**src/rtl/hci_core_ooo_starvation_ctrl.sv**
```systemverilog
// Arbitration controller beside the HCI out-of-order N-to-1 mux: caps in-flight
// transactions per channel and forces a waiting channel to top priority once it starves.
//
// state   | meaning
// --------+-----------------------------------------------------------
// S_IDLE  | mux runs its own arbitration, priority_force_o = 0
// S_BOOST | r_boost_ch forced to rank 0 until granted, dropped or disabled
module hci_core_ooo_starvation_ctrl #(
  parameter int unsigned NB_CHAN         = 2,
  parameter int unsigned MAX_OUTSTANDING = 4,
  parameter int unsigned STARVE_THR      = 16,
  localparam int unsigned CHW            = $clog2(NB_CHAN),
  localparam int unsigned OW             = $clog2(MAX_OUTSTANDING + 1),
  localparam int unsigned SW             = $clog2(STARVE_THR + 1)
) (
  input  logic                   clk_i,
  input  logic                   rst_i,
  input  logic                   clear_i,
  input  logic                   enable_i,
  input  logic [NB_CHAN-1:0]     in_req_i,
  input  logic [NB_CHAN-1:0]     in_gnt_i,
  input  logic [NB_CHAN-1:0]     in_r_valid_i,
  input  logic [NB_CHAN-1:0]     in_r_ready_i,
  output logic [NB_CHAN-1:0]     req_mask_o,
  output logic                   priority_force_o,
  output logic [NB_CHAN*CHW-1:0] priority_o,
  output logic [NB_CHAN*OW-1:0]  outstanding_o,
  output logic [NB_CHAN-1:0]     starved_o,
  output logic                   err_underflow_o,
  output logic                   busy_o
);

  localparam logic [0:0] S_IDLE  = 1'b0;
  localparam logic [0:0] S_BOOST = 1'b1;

  logic [OW-1:0]    r_cnt  [NB_CHAN];
  logic [SW-1:0]    r_wait [NB_CHAN];
  logic [0:0]       r_state;
  logic [CHW-1:0]   r_boost_ch;
  logic             r_err;

  logic             w_rst;
  logic [NB_CHAN-1:0] w_mask;
  logic [NB_CHAN-1:0] w_req_hs;
  logic [NB_CHAN-1:0] w_rsp_hs;
  logic [NB_CHAN-1:0] w_starved;
  logic [CHW-1:0]   w_starve_idx;
  logic             w_boost_exit;
  logic [CHW:0]     w_sum;

  assign w_rst = rst_i | clear_i;

  always_comb begin
    w_mask    = '0;
    w_starved = '0;
    for (int i = 0; i < NB_CHAN; i++) begin
      w_mask[i]    = (r_cnt[i] < OW'(MAX_OUTSTANDING));
      w_starved[i] = (r_wait[i] == SW'(STARVE_THR));
    end
  end

  assign w_req_hs = in_req_i & w_mask & in_gnt_i;
  assign w_rsp_hs = in_r_valid_i & in_r_ready_i;

  // Descending scan so the lowest starved index is the one left standing.
  always_comb begin
    w_starve_idx = '0;
    for (int i = int'(NB_CHAN) - 1; i >= 0; i--) begin
      if (w_starved[i]) w_starve_idx = CHW'(i);
    end
  end

  assign w_boost_exit = in_gnt_i[r_boost_ch]
                      | ~(in_req_i[r_boost_ch] & w_mask[r_boost_ch])
                      | ~enable_i;

  always_ff @(posedge clk_i) begin
    if (w_rst) begin
      for (int i = 0; i < NB_CHAN; i++) begin
        r_cnt[i]  <= '0;
        r_wait[i] <= '0;
      end
      r_err <= 1'b0;
    end else begin
      for (int i = 0; i < NB_CHAN; i++) begin
        if (w_req_hs[i] && !w_rsp_hs[i]) begin
          r_cnt[i] <= r_cnt[i] + OW'(1);
        end else if (!w_req_hs[i] && w_rsp_hs[i]) begin
          if (r_cnt[i] == '0) r_err <= 1'b1;
          else                r_cnt[i] <= r_cnt[i] - OW'(1);
        end

        if (in_gnt_i[i] || !(in_req_i[i] && w_mask[i])) begin
          r_wait[i] <= '0;
        end else if (r_wait[i] != SW'(STARVE_THR)) begin
          r_wait[i] <= r_wait[i] + SW'(1);
        end
      end
    end
  end

  // boost channel is only loaded on IDLE->BOOST, so priority_o never moves mid-boost
  always_ff @(posedge clk_i) begin
    if (w_rst) begin
      r_state    <= S_IDLE;
      r_boost_ch <= '0;
    end else begin
      case (r_state)
        S_IDLE: begin
          if (enable_i && |w_starved) begin
            r_state    <= S_BOOST;
            r_boost_ch <= w_starve_idx;
          end
        end
        S_BOOST: begin
          if (w_boost_exit) r_state <= S_IDLE;
        end
        default: r_state <= S_IDLE;
      endcase
    end
  end

  always_comb begin
    priority_o = '0;
    w_sum      = '0;
    for (int k = 0; k < NB_CHAN; k++) begin
      w_sum = {1'b0, r_boost_ch} + (CHW+1)'(k);
      if (w_sum >= (CHW+1)'(NB_CHAN)) w_sum = w_sum - (CHW+1)'(NB_CHAN);
      priority_o[k*CHW +: CHW] = w_sum[CHW-1:0];
    end
  end

  always_comb begin
    outstanding_o = '0;
    for (int i = 0; i < NB_CHAN; i++) begin
      outstanding_o[i*OW +: OW] = r_cnt[i];
    end
  end

  assign req_mask_o       = w_mask;
  assign starved_o        = w_starved;
  assign priority_force_o = (r_state == S_BOOST);
  assign err_underflow_o  = r_err;
  assign busy_o           = |outstanding_o;

endmodule

```
**config.mk**
```make
export PLATFORM = sky130hd
export DESIGN_NAME = hci_core_ooo_starvation_ctrl
export DESIGN_NICKNAME = d
export VERILOG_FILES = /design/src/rtl/hci_core_ooo_starvation_ctrl.sv
export SDC_FILE = /design/constraint.sdc
export NUM_CORES = 1
export LEC_CHECK = 0
export ABC_AREA = 0
export BUFFER_PORTS_ARGS = -buffer_cell sky130_fd_sc_hd__buf_4
export CAP_MARGIN = 20
export CORE_ASPECT_RATIO = 1.25
export CORE_MARGIN = 5
export CORE_UTILIZATION = 47
export DETAILED_ROUTE_END_ITERATION = 10
export GPL_TIMING_DRIVEN = 0
export PLACE_DENSITY = 0.71
export SETUP_SLACK_MARGIN = 0.3
export SYNTH_ARGS = -nofsm -noshare
export SYNTH_HDL_FRONTEND = slang
export SYNTH_SLANG_ARGS = --single-unit
```
**constraint.sdc**
```tcl
create_clock -name clk_i -period 6.02 [get_ports clk_i]
set_clock_uncertainty 0.1 [all_clocks]
set_input_delay 1.505 -clock clk_i [delete_from_list [all_inputs] [get_ports clk_i]]
set_output_delay 1.505 -clock clk_i [all_outputs]
set_load 0.02 [all_outputs]
```
# Yosys cells after proc, flatten, opt, wreduce, memory -nomap -nowiden
# Memory sizes are Yosys's and may differ from the RTL's.
# Cells that the tools add are included.
# totals
n_memories	2
in_bits	12
out_inout_bits	15
word_cells	120
ram_bits	16
regBits	3
# mem_list
memory	depth	width	rd	rd_ports_with_merged_regs	wr	line_no	rtl
r_wait	2	5	2	0	2	37	logic [SW-1:0] r_wait [NB_CHAN];
r_cnt	2	3	2	0	2	36	logic [OW-1:0] r_cnt [NB_CHAN];
# classes
n_lt_le_gt_ge	5
eq_ne	4
bitwise	18
reduce_logical	20
mux	59
n_addsub	9
# op_table
cell	n
$mux W1	50
$mux W5	4
$mux W3	4
$or A1 B1 Y1	11
$add A5 B1 Y5 const B	2
$eq A5 B5 Y1 const B	2
$ne A5 B5 Y1 const B	2
$logic_and A1 B1 Y1	7
$add A3 B1 Y3 const B	2
$and A2 B2 Y2	3
$logic_not A1 Y1	6
$logic_not A3 Y1	2
$lt A3 B3 Y1 const B	2
$reduce_or A6 Y1	1
$sub A3 B1 Y3 const B	2
$not A1 Y1	3
$add A1 B1 Y2 const B	1
$ge A1 B2 Y1 const B	1
$ge A2 B2 Y1 const B	1
$logic_or A1 B1 Y1	2
$lt A1 B2 Y1 const B	1
$pmux W1 S2	1
$reduce_and A2 Y1	1
$reduce_or A2 Y1	1
2 further kinds	3

# Longest topological paths before layout
# An unclocked memory read counts as a cell.
# depth
ltp_word	11
ltp_mapped	7
mapped_depth_nobuf	7

# Worst setup path after synthesis
# OpenSTA, ideal clock, no wires.
# synth_timing
kind	register to output
from	memory r_wait[1][0] (netlist name)
to	output starved_o[1]
n_path_buf	0
stages_incl_launch_ff	4
required_ps	4415
slack_ps	2911
t_arrival_ps	1504
cell_sequence	edfxtp_1 > inv_1 > ha_1 > nor4bb_1
# synth_rtl
element	line_no	rtl
start, declared	37	
end, declared	28	output logic [NB_CHAN-1:0] starved_o,

==> results.txt <==
----------------------------------------------------
[Min path]
  Hold path depth ... 1
  Worst min path class ... reg2reg

[Cells and area]
  Reg area ... roughly 540 sq um
  Number of diodes ... 0
  Area growth, synth to finish ... 22.9%
  Share of cells above drive strength 1 ... 23.3%
  Multi-input logic area ... 546 sq um
  Fill cell instance count of the final layout ... 252
  Most frequent cells in the layout ... sky130_fd_sc_hd__buf_4 (27), sky130_fd_sc_hd__nor2_1 (16), sky130_fd_sc_hd__edfxtp_1 (16)
  NumNets Final ... ~170
  Most common library cell in the layout ignoring fill and taps ... sky130_fd_sc_hd__buf_4
  Count of non-filler cells in the finished layout ... 179

[Placed design]
  Instance count after placement with tap cells included ... between 150 and 200
  Gpl congestion ... 0.820
  Worst setup timing slack at the placement stage ... approximately 2.6 ns
  Count of buffers inserted at the top-level ports ... 26
  DP HPWL ... 1960 microns

[Route]
  Post-detailed-routing wire length ... 2320 microns
  Iteration-0 DRC count of the detailed router ... 19
  Routed length on met2 ... 1290 microns
  Top layer reached by signal wires ... met4
  Vias after detailed routing ... about 920
  Wire length per cell after detailed routing ... 13.0 microns
  Routed vias/inst ... 5.12
  First-pass DRT Iterations ... 4
  Antenna violation net count after detailed routing ... 0
  Post-route met1 wirelength ... 928 microns
  Final routed DRC violation total ... 0
  Sum of met3 wire segment lengths after detailed routing ... 83 microns

[Synthesis]
  Cell count after synthesis ... 116
  Number of warnings reported in the yosys synthesis log ... 0
  Mapped Area ... 1150 sq um
  Share of synthesized area occupied by flip-flops and latches ... 47.0%
  Post-synth EDFFs ... 16
  Synth cell types ... 32
  Avg Synthesized Cell Area ... between 9 and 10 sq um
  Number of nets in the synthesized netlist ... between 100 and 150
  Top flip-flop cell by instance count after synthesis ... sky130_fd_sc_hd__edfxtp_1
  Register bit total from synthesis ... 19
  Share of flip-flops with an asynchronous set or reset ... 0%

[Worst setup path]
  WP data required ... around 4.4 ns
  Critical path arrival ... 1.98 ns
  Type of origin of the critical path ... flip-flop
  Critical-path cell list ... inv_1, ha_1, nor4bb_1, buf_4
  CP bufs+invs ... 2
  Worst Path Max Fanout ... 5
  Critical Path Sink Type ... output port
  Worst reg2reg path depth ... 7
  Slowest stage cell on the critical path ... sky130_fd_sc_hd__nor4bb_1
  Setup slack, reg-to-reg ... approximately 3.8 ns
  CP peak stage delay ... 0.73 ns
  Cell class contributing the biggest share of worst-path delay ... simple AND/OR/NAND/NOR gates
  Class of the most critical setup path ... reg2out
  Critical Path Stages ... 4

[Power and ir drop]
  Internal cell power ... 0.000205 W
  Comb power frac ... 23.6%
  Overall power after layout ... roughly 0.00029 W
  Clock network power share ... 21.9%
  Cell leakage power ... 0.574 nW
  Reg power frac ... 54.6%
  Largest voltage drop on the vdd net ... around 0.13 mV
  Switching part of the total ... 28.6%
  Power density relative to cell area ... 203 nW/um^2
  Switching power ... 0.0000820 W

[Clock tree]
  Count of clock tree sinks ... 19
  Number of buffers on the longest clock path ... 2
  H-Tree Depth ... 1
  Clk pin slew, worst setup/hold paths ... 0.10 ns
  Clock root cell ... sky130_fd_sc_hd__clkbuf_4
  Clock tree from TritonCTS ... yes
  Number of resized instances in the post-cts repair step ... 0
  Cts bufs inserted ... 3
  Clock insertion delay at the later pin of the skew report ... 0.29 ns
  Count of hold buffers inserted by post-cts repair ... 0
  Post-CTS Setup Bufs ... 0

[Die]
  Site Rows ... 20
  Die Outline Area ... 3540 sq um
  Vertical extent of the die ... 65.3 microns
  Die Width ... 54.2 microns
  Placeable core region ... approximately 2400 sq um
  IO Count ... 27
  Effective utilization at floorplan ... 47.9%

[Global route]
  Vias in the first global route ... just over 900
  Global-route total usage across every layer ... roughly 15%
  Overall overflow remaining after global route ... 0
  Wire length of the first global-routing pass ... 3960 microns
  Number of antenna violations at the first check in global routing ... 0
  Pin count of the biggest net entering global routing ... 11

[STA]
  Setup TNS ... 0 ns
  Final critical-path share of the clock period ... 59.5%
  Slew Viols, Final ... 0
  Total setup violations reported at the end of the flow ... 0
  F_max ... 279 MHz
  Final Hold Violating Endpoints ... 0
  Headroom to the max-slew limit ... 38.1%
  Setup repair after global routing missed its margin ... no
  Shortest period the worst path allows ... between 3 and 4 ns
  Slew at the pin closest to its max-slew limit ... 0.916 ns
  Crit path setup slack, layout ... 2.44 ns

[Outcome]
  Run status ... finished clean

[Job]
  Max-cap viol count ... 0

----------------------------------------------------
-- per-layer routing --
metal  vias to the layer above  track usage (%)
met5                         -                0
met4                         0             2.80
met2                        16             28.0
met3                         2             2.49
li1                        460                -
met1                       439             16.9
-- state kept, by name, indices dropped and copies added, names as in the netlist --
| signal | count |
|---|---|
| err_underflow_o | 1 |
| priority_force_o | 1 |
| r_boost_ch | 1 |
| r_cnt | 6 |
| r_wait | 10 |
-- cell usage after synthesis (3+ instances only) --
master / number / area (sq um)
sky130_fd_sc_hd__edfxtp_1: 16 / 480
sky130_fd_sc_hd__nand2_1: 10 / 37.5
sky130_fd_sc_hd__dfxtp_1: 3 / 60.1
sky130_fd_sc_hd__xor2_1: 5 / 43.8
sky130_fd_sc_hd__ha_1: 7 / 87.6
sky130_fd_sc_hd__xnor2_1: 3 / 26.3
sky130_fd_sc_hd__inv_1: 15 / 56.3
sky130_fd_sc_hd__a21oi_1: 7 / 35.0
sky130_fd_sc_hd__nor2_1: 16 / 60.1
sky130_fd_sc_hd__nand3_1: 5 / 25.0
-- worst paths after layout --
path | to | from
min reg2reg | priority_force_o$_SDFF_PP0_ | priority_force_o$_SDFF_PP0_
min | priority_force_o$_SDFF_PP0_ | priority_force_o$_SDFF_PP0_
max reg2reg | r_cnt[0][2]$_SDFFCE_PN0P_ | r_cnt[0][2]$_SDFFCE_PN0P_
max | starved_o[1] | r_wait[1][0]$_SDFFCE_PN0P_
-- metrics by stage --
| stage | util [%] | hold WS (ns) | cell area, sq um |
|---|---|---|---|
| after CTS | 58.8 | 0.438 | 1410 |
| after floorplan | - | 0.425 | 1150 |
| after detailed placement | 57.7 | 0.421 | 1390 |
| final | 58.8 | 0.437 | 1410 |
| after global placement | 57.7 | 0.394 | 1390 |
| after global routing | 58.8 | 0.463 | 1410 |
-- logic make-up (layout without fill, tap and decap cells) --
kind of cell | after synthesis | in the layout | share of synthesized area [%]
AOI/OAI and AO/OA | 16 | 16 | 9.79
xor gates and xnor gates | 8 | 8 | 6.09
adders and majority gates | 8 | 8 | 9.36
buffers and inverters | 16 | 46 | 5.55
DFF | 19 | 19 | 47.0
and+or+nand+nor | 49 | 49 | 22.2
-- power groups by stage --
| stage | combinational (W) | clock, W | sequential [W] |
|---|---|---|---|
| 2_1_floorplan | 0.0000334 | 0 | 0.000165 |
| 3_3_place_gp | 0.0000668 | 0 | 0.000159 |
| 3_5_place_dp | 0.0000682 | 0 | 0.000160 |
| 4_1_cts | 0.0000685 | 0.0000644 | 0.000157 |
| 5_1_grt | 0.0000747 | 0.0000710 | 0.000158 |
| 6_report | 0.0000676 | 0.0000627 | 0.000156 |
-- layout make-up --
type	count	area share, %
plain buffers	1	0.531
flip-flops and latches	19	38.3
inverters	15	3.99
well taps	33	2.92
multi-input cells	81	38.6
clock buffers	4	1.86
repair buffers	26	13.8
(Power assumes the default switching activity.)
